[config.mk]
export PLATFORM = sky130hd
export DESIGN_NAME = snd_rom_arbiter
export DESIGN_NICKNAME = d
export VERILOG_FILES = /design/src/rtl/snd_rom_arbiter.sv
export SDC_FILE = /design/constraint.sdc
export NUM_CORES = 1
export LEC_CHECK = 0
export ABC_AREA = 1
export BUFFER_PORTS_ARGS = -buffer_cell sky130_fd_sc_hd__buf_4
export CAP_MARGIN = 30
export CORE_MARGIN = 3
export CORE_UTILIZATION = 59
export CTS_BUF_LIST = sky130_fd_sc_hd__clkbuf_8
export CTS_CLUSTER_DIAMETER = 150
export DETAILED_ROUTE_END_ITERATION = 8
export PLACE_DENSITY = 0.91
export REMOVE_ABC_BUFFERS = 1
export SYNTH_ARGS = -nofsm -noshare
export SYNTH_HDL_FRONTEND = slang
export SYNTH_SLANG_ARGS = --single-unit
[constraint.sdc]
create_clock -name clk_sys -period 8.97 [get_ports clk_sys]
set_input_delay 1.794 -clock clk_sys [delete_from_list [all_inputs] [get_ports clk_sys]]
set_output_delay 1.794 -clock clk_sys [all_outputs]
set_load 0.03 [all_outputs]
[src/rtl/snd_rom_arbiter.sv]
// Round-robin arbiter sharing one 32-bit sound-ROM read port between N_REQ requesters,
// with one outstanding memory access and a one-word hit cache per requester.
module snd_rom_arbiter #(
   parameter int N_REQ   = 3,
   parameter int ADDR_W  = 18,
   parameter int TIMEOUT = 255
) (
   input  logic                    clk_sys,
   input  logic                    nRESET,
   input  logic                    inhibit,
   input  logic [N_REQ-1:0]        req,
   input  logic [N_REQ*ADDR_W-1:0] req_addr,
   output logic [N_REQ-1:0]        rdy,
   output logic [31:0]             dout,
   output logic                    mem_req,
   output logic [ADDR_W-1:0]       mem_addr,
   input  logic                    mem_ack,
   input  logic [31:0]             mem_dout,
   output logic                    timeout_err
);

   localparam int IDX_W = (N_REQ > 1) ? $clog2(N_REQ) : 1;
   localparam int CNT_W = $clog2(TIMEOUT + 1);

   typedef enum logic [2:0] {
      ST_IDLE    = 3'd0,
      ST_HIT     = 3'd1,
      ST_ISSUE   = 3'd2,
      ST_WAIT    = 3'd3,
      ST_DELIVER = 3'd4
   } state_t;

   state_t              state_r;
   state_t              state_s;
   logic [IDX_W-1:0]    rr_ptr_r;
   logic [IDX_W-1:0]    grant_r;
   logic [ADDR_W-1:0]   addr_r;
   logic [CNT_W-1:0]    cnt_r;
   logic                inhibit_seen_r;
   logic [N_REQ-1:0]    cache_valid_r;
   logic [ADDR_W-1:0]   cache_tag_r  [N_REQ];
   logic [31:0]         cache_data_r [N_REQ];
   logic [N_REQ-1:0]    rdy_r;
   logic [31:0]         dout_r;
   logic                mem_req_r;
   logic [ADDR_W-1:0]   mem_addr_r;
   logic                timeout_err_r;

   logic                grant_found_s;
   logic [IDX_W-1:0]    grant_idx_s;
   logic [ADDR_W-1:0]   grant_addr_s;
   logic                hit_s;
   logic [IDX_W-1:0]    rr_next_s;
   logic                wait_expired_s;

   function automatic logic [N_REQ-1:0] onehot(input logic [IDX_W-1:0] idx);
      logic [N_REQ-1:0] v;
      v = '0;
      for (int k = 0; k < N_REQ; k++) begin
         if (IDX_W'(k) == idx) v[k] = 1'b1;
         else                  v[k] = 1'b0;
      end
      return v;
   endfunction

   // Round-robin pick: first active request at or above rr_ptr, wrapping.
   always_comb begin
      logic [IDX_W:0] cand_v;
      cand_v        = '0;
      grant_found_s = 1'b0;
      grant_idx_s   = '0;
      for (int k = 0; k < N_REQ; k++) begin
         cand_v = {1'b0, rr_ptr_r} + (IDX_W+1)'(k);
         if (cand_v >= (IDX_W+1)'(N_REQ)) cand_v = cand_v - (IDX_W+1)'(N_REQ);
         else                             cand_v = cand_v;
         if (!grant_found_s && req[cand_v[IDX_W-1:0]]) begin
            grant_found_s = 1'b1;
            grant_idx_s   = cand_v[IDX_W-1:0];
         end else begin
            grant_found_s = grant_found_s;
         end
      end
   end

   // Cache lookup and auxiliary decode for the candidate grant.
   always_comb begin
      grant_addr_s   = req_addr[grant_idx_s*ADDR_W +: ADDR_W];
      hit_s          = cache_valid_r[grant_idx_s] && (cache_tag_r[grant_idx_s] == grant_addr_s);
      wait_expired_s = (cnt_r == CNT_W'(TIMEOUT - 1));
      if (grant_idx_s == IDX_W'(N_REQ - 1)) rr_next_s = '0;
      else                                  rr_next_s = grant_idx_s + IDX_W'(1);
   end

   // Next-state logic.
   always_comb begin
      state_s = state_r;
      case (state_r)
         ST_IDLE: begin
            if (!inhibit && grant_found_s) state_s = hit_s ? ST_HIT : ST_ISSUE;
            else                           state_s = ST_IDLE;
         end
         ST_HIT:     state_s = ST_IDLE;
         ST_ISSUE:   state_s = ST_WAIT;
         ST_WAIT: begin
            if (mem_ack)             state_s = ST_DELIVER;
            else if (wait_expired_s) state_s = ST_IDLE;
            else                     state_s = ST_WAIT;
         end
         ST_DELIVER: state_s = ST_IDLE;
         default:    state_s = ST_IDLE;
      endcase
   end

   // State, grant bookkeeping, cache and registered outputs.
   always_ff @(posedge clk_sys) begin
      if (!nRESET) begin
         state_r        <= ST_IDLE;
         rr_ptr_r       <= '0;
         grant_r        <= '0;
         addr_r         <= '0;
         cnt_r          <= '0;
         inhibit_seen_r <= 1'b0;
         cache_valid_r  <= '0;
         for (int k = 0; k < N_REQ; k++) begin
            cache_tag_r[k]  <= '0;
            cache_data_r[k] <= 32'h0000_0000;
         end
         rdy_r          <= '0;
         dout_r         <= 32'h0000_0000;
         mem_req_r      <= 1'b0;
         mem_addr_r     <= '0;
         timeout_err_r  <= 1'b0;
      end else begin
         state_r   <= state_s;
         rdy_r     <= '0;
         mem_req_r <= 1'b0;
         case (state_r)
            ST_IDLE: begin
               if (state_s != ST_IDLE) begin
                  grant_r        <= grant_idx_s;
                  addr_r         <= grant_addr_s;
                  rr_ptr_r       <= rr_next_s;
                  inhibit_seen_r <= 1'b0;
                  if (state_s == ST_HIT) begin
                     rdy_r  <= onehot(grant_idx_s);
                     dout_r <= cache_data_r[grant_idx_s];
                  end else begin
                     mem_req_r  <= 1'b1;
                     mem_addr_r <= grant_addr_s;
                  end
               end
            end
            ST_ISSUE: cnt_r <= '0;
            ST_WAIT: begin
               if (mem_ack) begin
                  rdy_r  <= onehot(grant_r);
                  dout_r <= mem_dout;
               end else if (wait_expired_s) begin
                  timeout_err_r <= 1'b1;
               end else begin
                  cnt_r <= cnt_r + CNT_W'(1);
               end
            end
            ST_DELIVER: begin
               if (!inhibit_seen_r && !inhibit) begin
                  cache_valid_r[grant_r] <= 1'b1;
                  cache_tag_r[grant_r]   <= addr_r;
                  cache_data_r[grant_r]  <= dout_r;
               end
            end
            default: ;
         endcase
         // Inhibit overrides any fill made in the same cycle.
         if (inhibit) begin
            inhibit_seen_r <= 1'b1;
            cache_valid_r  <= '0;
         end
      end
   end

   assign rdy         = rdy_r;
   assign dout        = dout_r;
   assign mem_req     = mem_req_r;
   assign mem_addr    = mem_addr_r;
   assign timeout_err = timeout_err_r;

endmodule

==> results_dict.tcl <==
set metrics [dict create \
    clockBufferDepth 3 \
    cp_top_family "simple AND/OR/NAND/NOR gates" \
    cts.repair.resized 0 \
    crit_top_cell "nand2_1" \
    min_period_ns 6.592 \
    reg2reg_to "mem_addr[12]" \
    ys_warn_count 0 \
    clk_pin_slew_ns 0.06 \
    hold_viol_final 0 \
    syn-cell-area_um2 13800 \
    synth_seq_cells 292 \
    synth-edff-count 200 \
    drt-initial-drc-count 1419 \
    dp_hpwl_um 21930 \
    p_leak_nw 6.781 \
    grt_pass1_vias 12120 \
    finalSetupTns_ns 0 \
    drv_slew 0 \
    place.gp.congestion 0.9186 \
    ctsRootBufferMaster "clkbuf_8" \
    cp_max_fo 51 \
    tightest_slew_ns 0.9777 \
    synthFlopType "edfxtp_1" \
    cp.arrival_ns 7.05 \
    top_level_ports 148 \
    fin_nets 1851 \
    die-area_um2 25270 \
    power_per_cell_area_nw_per_um2 422.4 \
    layout_common_cells "nand2_1, nor2_1, edfxtp_1" \
    clk_latency_ns 0.58 \
    finalSetupViolCount 0 \
    fin_area_um2 16000 \
    setup.worst_path.end_class "flop" \
    rsz0062_at_grt "false" \
    viasPerCell 5.774 \
    crit_type "in2reg" \
    fmax_ghz 0.1517 \
    reg2regPathDepth 23 \
    clockPowerShare_pct 17.5 \
    syn_inst 1634 \
    required_ns 9.43 \
    path_cells "buf_4 -> inv_1 -> nand2_1 -> nand3_1 -> nand2_2 -> nand3_1 -> nand3_2 -> buf_4 -> nand2_4 -> nor2_4 -> inv_1 -> o21ai_2 -> inv_2 -> nand2_1 -> nand2_1 -> nand3b_1 -> nor2_1 -> nand3_2 -> nand2_1 -> nand2_1 -> nand2_1 -> nor2_1" \
    grt_pass1_wl_um 59530 \
    worstHoldStart "addr_r[4]" \
    outcome "finished clean" \
    antenna_found_initial 0 \
    p_seq_share_pct 26.4 \
    fp-row-count 55 \
    synthArstFlopShare_pct 0 \
    finClkSkew_ns 0.02272 \
    worstSetupPathDepth 22 \
    cts_buffers 46 \
    cpPeakStageDelay_ns 0.83 \
    period_share_pct 73.49 \
    slew_headroom_pct 34.73 \
    crit_path_start_kind "input port" \
    swShare_pct 50.48 \
    grt-ovfl-total 0 \
    n_antenna_cell 0 \
    wl_per_cell_um 17.67 \
    power_frac_comb_pct 56.1 \
    grt_max_degree 66 \
    htreeDepth 2 \
    critical_path.startpoint "req[1]" \
    cp-endpoint "mem_addr[12]" \
    path_buf_inv 5 \
    portBuffers 147 \
    maxCapViolCount 0 \
    cts_tree "built" \
    seq_area_frac_synth_pct 56.85 \
    first_pass_iters 6 \
    cts.hold.buffers_added 0 \
    detail-route-antenna-nets 0 \
    start_util_pct 60.42 \
    avgSynthCellArea_um2 8.448 \
    crit_slowest_cell "nand2_1" \
    r2r_start "rr_ptr_r[0]" \
    wl_um 37150 \
    ys_types 43 \
    die_y_um 159.0 \
    area_growth_pct 15.88 \
    ir_drop_mv 0.3310 \
    vias 12140 \
    utilization_pct 70.01 \
    fp.dieW_um 159.0 \
    postCtsSetupRepairBufs 0 \
    reg2reg_slack_ns 2.77 \
    finalPower_mw 6.757 \
    layout_commonest_cell "nand2_1" \
    intPower_mw 3.346 \
    hp-class "reg2reg" \
    numClockSinks 292 \
    fp.coreArea_um2 22850 \
    drive_gt1_share_pct 15.25 \
    drt_drc_violations_left 0 \
    p_sw_mw 3.411 \
    dpl_cell_area_um2 15020 \
    grt.total_usage_pct 28.80 \
]
## per-layer routing
layer / track usage, % / part of all wire, %
met1: 35.81 / 36
met2: 49.59 / 49
met4: 11.62 / 3.2
met5: 0 / 0
met3: 5.957 / 12
## cells in the mapped netlist, drive strengths merged, types with 6 or more instances
master | count | area (µm²)
edfxtp | 200 | 6006
ha | 6 | 75.07
o32ai | 15 | 131.4
dfxtp | 92 | 1842
o211ai | 13 | 97.59
nor3 | 6 | 30.03
clkbuf | 54 | 202.7
nand4 | 11 | 75.07
nand3 | 106 | 553.0
nand2 | 396 | 1506
o21ai | 60 | 304.0
nand3b | 23 | 172.7
inv | 165 | 619.3
nor2 | 287 | 1087
a21oi | 136 | 699.4
buf | 39 | 225.2
## cells by family (layout without fill, tap and decap cells)
family	after synthesis	count (layout)	share of synthesized area, %
compound gates	236	236	9.599
buf+inv	259	415	7.614
xor+xnor	1	1	0.06346
fa+ha+maj	6	6	0.5439
flops	292	292	56.85
simple gates	840	840	25.33
## worst min-delay path by stage
stage,end,slack [ns],depth (start not counted)
after global routing,cache_valid_r[0],0.46,2
after floorplan,cache_tag_r[3][15],0.41,0
after global placement,cache_tag_r[3][15],0.41,0
after CTS,cache_tag_r[3][4],0.45,0
after detailed placement,cache_tag_r[3][4],0.44,0
final,cache_tag_r[3][4],0.45,0
## state kept, by name, summed over array words and instances, names as in the netlist
register and cells:
cache_data_r 128, cache_tag_r 72, dout 32, addr_r 18, mem_addr 18, cnt_r 8, cache_valid_r 3, rdy 3
state_r 3, grant_r 2, rr_ptr_r 2, inhibit_seen_r 1, mem_req 1, timeout_err 1
## cell type report
cell class / count / area, µm²
Multi-Input combinational cell: 1083 / 4943
Sequential cell: 292 / 7848
Inverter: 166 / 623.1
Tap cell: 313 / 391.6
Fill cell: 1663 / 6852
Clock buffer: 48 / 660.6
Timing Repair Buffer: 163 / 1234
Clock inverter: 38 / 295.3
## per-stage QoR
step | hold slack, ns | setup WS [ns] | std cells
after global routing | 0.4646 | 2.060 | 2103
after floorplan | 0.4082 | 1.118 | 1541
final | 0.4530 | 2.378 | 2103
after CTS | 0.4502 | 2.497 | 2102
after global placement | 0.4110 | 2.172 | 2015
after detailed placement | 0.4351 | 1.932 | 2016
## power groups by stage
stage                     clock network [mW]  logic, mW  registers (mW)
after global placement                     0       3.57            1.79
after floorplan                            0       2.34            1.97
after detailed placement                   0       3.67            1.80
after CTS                               1.19       3.71            1.78
after global routing                    1.24       4.18            1.80
final                                   1.18       3.79            1.78
(Power assumes the default switching activity.)
